## config.mk

```make
export PLATFORM = sky130hd
export DESIGN_NAME = mem_port_arbiter
export DESIGN_NICKNAME = d
export VERILOG_FILES = /design/src/rtl/mem_port_arbiter.sv
export SDC_FILE = /design/constraint.sdc
export NUM_CORES = 1
export LEC_CHECK = 0
export CAP_MARGIN = 10
export CELL_PAD_IN_SITES_DETAIL_PLACEMENT = 1
export CELL_PAD_IN_SITES_GLOBAL_PLACEMENT = 2
export CORE_MARGIN = 2
export CORE_UTILIZATION = 22
export CTS_BUF_LIST = sky130_fd_sc_hd__clkbuf_16
export DETAILED_ROUTE_END_ITERATION = 7
export PLACE_DENSITY_LB_ADDON = 0.2
export SLEW_MARGIN = 20
export SYNTH_ARGS = -nofsm -noshare
export SYNTH_HDL_FRONTEND = slang
export SYNTH_SLANG_ARGS = --single-unit
```

## constraint.sdc

```tcl
create_clock -name clk -period 3.4 [get_ports clk]
set_clock_uncertainty 0.15 [all_clocks]
set_input_delay 0.68 -clock clk [delete_from_list [all_inputs] [get_ports clk]]
set_output_delay 0.68 -clock clk [all_outputs]
set_load 0.02 [all_outputs]
```

## src/rtl/mem_port_arbiter.sv

```systemverilog
// Two-requester memory port arbiter: an instruction fetch port and a data load/store port
// share one memory port with one transaction outstanding. Data has priority, with bounded fetch starvation.
module mem_port_arbiter #(
   parameter int STARVE_MAX = 4,
   parameter int AW         = 32
) (
   input  logic          clk,
   input  logic          rst,
   input  logic          if_req,
   input  logic [AW-1:0] if_addr,
   output logic          if_ready,
   output logic [31:0]   if_rdata,
   input  logic          d_req,
   input  logic          d_we,
   input  logic [1:0]    d_dw,
   input  logic          d_sext,
   input  logic [AW-1:0] d_addr,
   input  logic [31:0]   d_wdata,
   output logic          d_ready,
   output logic          d_err,
   output logic [31:0]   d_rdata,
   output logic          m_req,
   output logic          m_we,
   output logic [3:0]    m_be,
   output logic [AW-1:0] m_addr,
   output logic [31:0]   m_wdata,
   input  logic          m_ack,
   input  logic [31:0]   m_rdata
);

   localparam logic [1:0] IDLE   = 2'd0;
   localparam logic [1:0] BUSY_I = 2'd1;
   localparam logic [1:0] BUSY_D = 2'd2;
   localparam logic [1:0] ERR_D  = 2'd3;

   localparam int SW = $clog2(STARVE_MAX + 1);
   localparam logic [SW-1:0] STARVE_LIM = SW'(STARVE_MAX);

   logic [1:0]    state_q, state_d;
   logic [SW-1:0] starve_q, starve_d;
   logic          m_req_q, m_req_d;
   logic          m_we_q, m_we_d;
   logic [3:0]    m_be_q, m_be_d;
   logic [AW-1:0] m_addr_q, m_addr_d;
   logic [31:0]   m_wdata_q, m_wdata_d;
   logic [1:0]    ld_off_q, ld_off_d;
   logic [1:0]    ld_dw_q, ld_dw_d;
   logic          ld_sext_q, ld_sext_d;

   logic [1:0]    d_off;
   logic          d_misalign;
   logic [3:0]    d_be;
   logic [31:0]   st_wdata;
   logic          arb_en;
   logic          grant_d;
   logic          grant_i;
   logic [31:0]   ld_word;
   logic [31:0]   ld_ext;
   logic          if_addr_unused;

   // Fetch addresses are word aligned by contract; the low bits are dropped.
   assign if_addr_unused = ^if_addr[1:0];

   assign d_off      = d_addr[1:0];
   assign d_misalign = (d_dw == 2'd3) || (d_dw == 2'd1 && d_off[0]) ||
                       (d_dw == 2'd2 && d_off != 2'd0);

   always_comb begin
      case (d_dw)
         2'd0:    d_be = 4'b0001 << d_off;
         2'd1:    d_be = d_off[1] ? 4'b1100 : 4'b0011;
         default: d_be = 4'b1111;
      endcase
   end

   genvar gi;
   generate
      for (gi = 0; gi < 4; gi++) begin : g_lane
         assign st_wdata[8*gi +: 8] = (d_dw == 2'd0) ? d_wdata[7:0] :
                                      (d_dw == 2'd1) ? d_wdata[8*(gi%2) +: 8] :
                                                       d_wdata[8*gi +: 8];
      end
   endgenerate

   // The completing cycle of a memory transaction is also an arbitration slot.
   assign arb_en  = (state_q == IDLE) ||
                    ((state_q == BUSY_I || state_q == BUSY_D) && m_ack);
   assign grant_d = arb_en && d_req && !(if_req && starve_q == STARVE_LIM);
   assign grant_i = arb_en && if_req && !grant_d;

   always_comb begin
      state_d   = state_q;
      starve_d  = starve_q;
      m_req_d   = m_req_q;
      m_we_d    = m_we_q;
      m_be_d    = m_be_q;
      m_addr_d  = m_addr_q;
      m_wdata_d = m_wdata_q;
      ld_off_d  = ld_off_q;
      ld_dw_d   = ld_dw_q;
      ld_sext_d = ld_sext_q;
      if (grant_d) begin
         ld_off_d  = d_off;
         ld_dw_d   = d_dw;
         ld_sext_d = d_sext;
         if (d_misalign) begin
            state_d = ERR_D;
            m_req_d = 1'b0;
         end else begin
            state_d   = BUSY_D;
            m_req_d   = 1'b1;
            m_we_d    = d_we;
            m_be_d    = d_be;
            m_addr_d  = {d_addr[AW-1:2], 2'b00};
            m_wdata_d = st_wdata;
         end
      end else if (grant_i) begin
         state_d   = BUSY_I;
         m_req_d   = 1'b1;
         m_we_d    = 1'b0;
         m_be_d    = 4'b1111;
         m_addr_d  = {if_addr[AW-1:2], 2'b00};
         m_wdata_d = 32'h0;
      end else if (arb_en || state_q == ERR_D) begin
         state_d = IDLE;
         m_req_d = 1'b0;
      end
      if (!if_req || grant_i) begin
         starve_d = '0;
      end else if (grant_d && starve_q != STARVE_LIM) begin
         starve_d = starve_q + SW'(1);
      end
   end

   always_ff @(posedge clk or posedge rst) begin
      if (rst) begin
         state_q   <= IDLE;
         starve_q  <= '0;
         m_req_q   <= 1'b0;
         m_we_q    <= 1'b0;
         m_be_q    <= 4'b0000;
         m_addr_q  <= '0;
         m_wdata_q <= 32'h0;
         ld_off_q  <= 2'd0;
         ld_dw_q   <= 2'd0;
         ld_sext_q <= 1'b0;
      end else begin
         state_q   <= state_d;
         starve_q  <= starve_d;
         m_req_q   <= m_req_d;
         m_we_q    <= m_we_d;
         m_be_q    <= m_be_d;
         m_addr_q  <= m_addr_d;
         m_wdata_q <= m_wdata_d;
         ld_off_q  <= ld_off_d;
         ld_dw_q   <= ld_dw_d;
         ld_sext_q <= ld_sext_d;
      end
   end

   // Load alignment uses the offset/width captured at grant, not the live request.
   assign ld_word = m_rdata >> {ld_off_q, 3'b000};

   always_comb begin
      case (ld_dw_q)
         2'd0:    ld_ext = {{24{ld_sext_q & ld_word[7]}}, ld_word[7:0]};
         2'd1:    ld_ext = {{16{ld_sext_q & ld_word[15]}}, ld_word[15:0]};
         default: ld_ext = m_rdata;
      endcase
   end

   assign if_ready = m_ack && (state_q == BUSY_I);
   assign if_rdata = m_rdata;
   assign d_ready  = (m_ack && state_q == BUSY_D) || (state_q == ERR_D);
   assign d_err    = (state_q == ERR_D);
   assign d_rdata  = (state_q == ERR_D) ? 32'h0 : ld_ext;

   assign m_req   = m_req_q;
   assign m_we    = m_we_q;
   assign m_be    = m_be_q;
   assign m_addr  = m_addr_q;
   assign m_wdata = m_wdata_q;

endmodule
```

; Word level (Yosys, flattened, before mapping)
; Index checks and enable logic that the tools add are counted.
[classes]
addsub = 1
n_eq_ne = 10
shifts = 2
mux = 31
bitwise_logic = 2
reduce_logical = 29
[ops]
columns = operator, count
row1 = 32-bit 2-to-1 mux, 7
row2 = 32-bit one-hot mux with 2 select lines, 1
row3 = 8-bit 2-to-1 mux, 5
row4 = 32-bit by 5-bit >> shifter with 16-bit output, 1
row5 = 4-bit 2-to-1 mux, 4
row6 = 1-bit logical AND, 11
row7 = "2-bit == test, second input constant", 4
row8 = 1-bit 2-to-1 mux, 8
row9 = 4-bit one-hot mux with 2 select lines, 1
row10 = 1-bit logical OR, 7
row11 = "2-bit by 1-bit == test with 1-bit output, second input constant", 3
row12 = 2-bit logical NOT, 3
row13 = 2-bit 2-to-1 mux, 3
row14 = 3-bit 2-to-1 mux, 2
row15 = 2-bit nonzero test, 3
row16 = "1-bit by 2-bit left shift with 4-bit output, first input constant", 1
row17 = "3-bit by 1-bit adder with 3-bit output, second input constant", 1
row18 = "3-bit == test, second input constant", 1
row19 = 1-bit logical NOT, 3
row20 = "3-bit inequality test, second input constant", 1
row21 = 3-bit nonzero test, 1
row22 = 1-bit bitwise AND, 2
row23 = "2-bit inequality test, second input constant", 1
row24 = 2-bit AND reduction, 1
[word_totals]
regBits = 80
wordCells = 85

; Depth between registers and ports, before layout
[depth]
ltp_word = 10
mapped_depth = 9

; Worst setup path after synthesis
; Ideal clock, no wire load.
[synth_timing]
kind = input port to output port
startpoint = in m_rdata[23]
endpoint = out d_rdata[21]
t_arrival_ns = 1.754
required_time_ns = 2.570
slack_ns = 0.816
cell_stages = 5
path_buffers = 1
path_cell_list = mux2i_1 -> or3_4 -> a211oi_4 -> buf_6 -> a21o_1
[synth_between]
elab_chain_cells = 4
word_cells_on_any_way = 5
classes_between = 1 x shift / 2 x mux / 2 x bitwise
[synth_lines]
columns = item, line_no
row1 = start: declaration, 28  ; input logic [31:0] m_rdata
row2 = 32-bit by 5-bit >> shifter with 16-bit output *, 162  ; assign ld_word = m_rdata >> {ld_off_q, 3'b000};
row3 = "1-bit bitwise AND, on equally long branches", "167, 166"
row4 = 32-bit one-hot mux with 2 select lines *, 165  ; case (ld_dw_q)
row5 = 32-bit 2-to-1 mux *, 176  ; assign d_rdata = (state_q == ERR_D) ? 32'h0 : ld_ext;
row6 = end: declaration, 21  ; output logic [31:0] d_rdata,
; Every way passes the cells marked *; elsewhere a longest branch is shown, timed or not.

; Worst setup path in the final report
[layout_timing]
startpoint = in m_rdata[23]
endpoint = out d_rdata[30]
; The elaborated chain is that of the path after synthesis.

==> flow_results.org <==
** Timing
- Post-route clock period utilization :: 97.16%
- Final Hold Viols :: 0
- Total negative setup slack :: 0 ns
- The final-report max-slew violation count is 0.
- Post-route setup slack :: 0.09645 ns
- Final setup fails :: 0
- Relative slew slack :: 50.34%
- For the pin with the worst max-slew slack, the measured transition is 0.7441 ns.
- Highest achievable clock rate :: 0.3027 GHz
- The smallest clock period supported by the final layout is computed as 3.304 ns.

** Global routing
- Entering global routing, the biggest net connects 48 pins.
- Number of global-route vias before repair :: 5014
- The first global-routing pass estimated 27960 µm of wire.
- The initial antenna violation count is 1.
- Overall overflow remaining after global route :: 0
- Across every metal layer, demand over resource in global routing totals 15.03%.

** CTS
- The clock drives 78 sinks.
- Buffers from clock root to sink, at most :: 2
- In this run, post-CTS hold repair placed 0 buffers.
- The H-tree generated during clock tree synthesis spans 3 levels.
- Clock-pin slew on the worst setup and hold paths :: 0.06 ns
- Counting the buffers created by CTS gives 9.
- Clk Latency, worst-skew pair :: 0.34 ns
- Root buffer cell :: clkbuf_16
- TritonCTS built the clock tree.

** Power and ir drop
- Switching part of the total power :: 41.06%
- Net Sw Power :: 2.902 mW
- Leakage power summed over all cells :: 3.601 nW
- The clock network accounts for 15.8% of the total power.
- Cell internal power was estimated by the tool at 4.166 mW.
- Logic pwr share :: 60.8%
- Pwr dens :: 874.5 nW/µm²
- Seq pwr share :: 23.4%
- Total power for the finished layout comes to 7.068 mW.
- Largest voltage drop on the vdd net :: 0.0003550 V

** Worst setup path
- Critical path capture point type :: primary output
- The critical path in this run is classified as input port to primary output.
- Critical Path Source Type :: input port
- Startpoint of the worst setup timing path :: m_rdata[23]
- Worst endpoint required time :: 2.57 ns
- Reg2Reg Launch Point :: state_q[0]$_DFFE_PP0P_
- Worst Path Arrival :: 2.47 ns
- In this run the worst path has a maximum fanout of 16.

** Yosys
- Unique cell type count in the Yosys netlist :: 40
- In this run the mean area of a mapped cell was 10.28 µm².
- The cell count after synthesis came out at 475.
- Netlist area before placement :: 4885 µm²
- Number of flip-flops and latches in the synthesized netlist :: 78
- Yosys printed 0 warnings.
- FFs w/ async S/R, synth :: 100.0%
- Part of the Yosys area used for sequential elements :: 39.96%
- Top_reg_cell synth :: dfrtp_1
- The synthesized design contains 0 enable-type register cells.

** Layout
- Leaving out filler cells and counting taps, the final layout contains 1000.
- Most used cells in the layout excluding fill and tap cells :: 244 x clkdlybuf4s50_1, 78 x dfrtp_1, 72 x mux2_2, 36 x nand2_1, 36 x mux2i_1
- At the end of the flow the core is filled with cells to 37.04%.
- Most common cell after layout, fill and taps aside :: clkdlybuf4s50_1
- Layout cells sized above 1 :: 16.69%
- Final nets :: 858
- FILL cells :: 2446
- Area added between synthesis and finish :: 65.47%

** Routing
- Remaining number of nets flagged by the antenna check after routing :: 0
- Wires add up to 17590 µm.
- Vias after detailed routing :: 4522
- Iteration count of the initial detailed-routing pass :: 4
- Average routed wire per standard cell :: 17.59 µm
- In the routed layout, each cell is associated on average with a via count of 4.522.
- The first routing iteration left 106 violations.
- In the routed design, unresolved DRC markers number 0.

** Floorplanning
- The die covers 23410 µm².
- Measured along the x axis, the die boundary spans 153.0 µm.
- Site Rows :: 54
- Initial Utilization :: 22.38%
- Number of placed I/O pins :: 274
- Vert. Die Dim :: 153.0 µm
- The total area inside the core boundary comes to 21820 µm².

** Placed design
- Buffers on Ports :: 269
- After detailed placement, the design holds a cell count of 984.
- Once detailed placement completed, the half-perimeter wirelength came to 13620 µm.
- Place WS :: -0.2001 ns
- At the end of routability-driven placement, the weighted congestion stood at 0.7594.

** Outcome
- Status :: finished clean

** Worst hold path
- The worst hold path begins at ld_sext_q$_DFFE_PP0P_.
- The tightest min-delay check is of the flop to flop type.

** Run
- Across the run, the number of max-cap violations was 0.
power by group through the flow:
stage          registers [mW]  clock network [mW]  logic, mW
2_1_floorplan            2.10                   0       1.96
5_1_grt                  1.72                1.20       4.62
6_report                 1.65                1.12       4.30
4_1_cts                  1.66                1.16       4.36
3_5_place_dp             1.66                   0       4.48
3_3_place_gp             1.64                   0       4.42
repair_timing:
item | in CTS | in global routing
buffers inserted | 0 | 0
endpoints found under the setup margin | 31 | 3
resized for setup | 25 | 3
cells in the mapped netlist (2+ instances only):
library cell   n  area [µm²]
a211o_1        2       17.52
a21o_1        34       255.2
a21oi_1       17       85.08
a22o_1        17       148.9
and2_1         5       31.28
buf_1          5       18.77
buf_2         16       80.08
buf_4         35       262.8
buf_6          3       33.78
clkbuf_1       7       26.28
dfrtp_1       78        1952
ha_1           6       75.07
inv_1          7       26.28
mux2_2        72       810.8
mux2i_1       36       360.4
nand2_1       36       135.1
nand2b_1       9       56.30
nand3_1        3       15.01
nor2_1        28       105.1
nor2b_1        4       25.02
nor3_1         7       35.03
o211ai_1       2       15.01
o21ai_0       22       110.1
o2bb2ai_1      8       70.07
kinds of logic after synthesis:
group	count (synthesis)	share of synthesized area (%)
AO/OA/AOI/OAI	108	15.70
flip-flops	78	39.96
multiplexers	108	23.98
AND/OR/NAND/NOR	99	9.298
XOR/XNOR	1	0.1793
adder cells (fa/ha/maj)	6	1.537
buffers and inverters	74	9.273
other	1	0.07677
layout make-up:
class,instances,area (µm²),share of cell area [%]
Antenna cell,1,2.502,0.03096
Clock buffer,9,225.2,2.786
Clock inverter,6,111.4,1.378
Inverter,7,27.53,0.3406
Multi-Input combinational cell,324,2502,30.96
Sequential cell,78,1952,24.15
Tap cell,280,350.3,4.334
Timing Repair Buffer,295,2912,36.02
per-stage QoR:
| stage | hold WS (ns) | cell area, µm² |
|---|---|---|
| final | 0.3299 | 8083 |
| after CTS | 0.3390 | 8071 |
| after global routing | 0.3587 | 8080 |
| after floorplan | 0.2967 | 4888 |
| after global placement | 0.3147 | 7762 |
| after detailed placement | 0.3241 | 7762 |
worst max-delay path: stages:
cell and delay (ns):
clkdlybuf4s50_1 0.49, mux2i_1 0.10, or3_4 0.35, a211oi_4 0.25, buf_12 0.18, a21o_1 0.09
dlygate4sd2_1 0.33
state kept, by name (all words and copies together) (netlist names):
name,cells
m_addr,30
m_wdata,32
ld_off_q,2
m_we,1
m_be,4
ld_sext_q,1
ld_dw_q,2
state_q,2
starve_q,3
m_req,1
per-layer routing:
metal,GRT usage [%],share of wire [%]
met4,4.409,1.6
met2,25.92,49
met1,17.27,40
met3,5.869,9.4
met5,0,0
final timing paths:
path | slack (ns) | to | cells after the start
worst min register to register | 0.33 | ld_sext_q$_DFFE_PP0P_ | 2
worst min-delay path | 0.33 | ld_sext_q$_DFFE_PP0P_ | 2
worst max-delay path | 0.1 | d_rdata[30] | 7
min in group asynchronous | 0.61 | m_wdata[3]$_DFFE_PP0P_ | 2
max in group asynchronous | 1.79 | m_wdata[19]$_DFFE_PP0P_ | 3
worst max register to register | 1.16 | m_wdata[29]$_DFFE_PP0P_ | 7
Note: power is estimated with default switching activity, not from simulation.
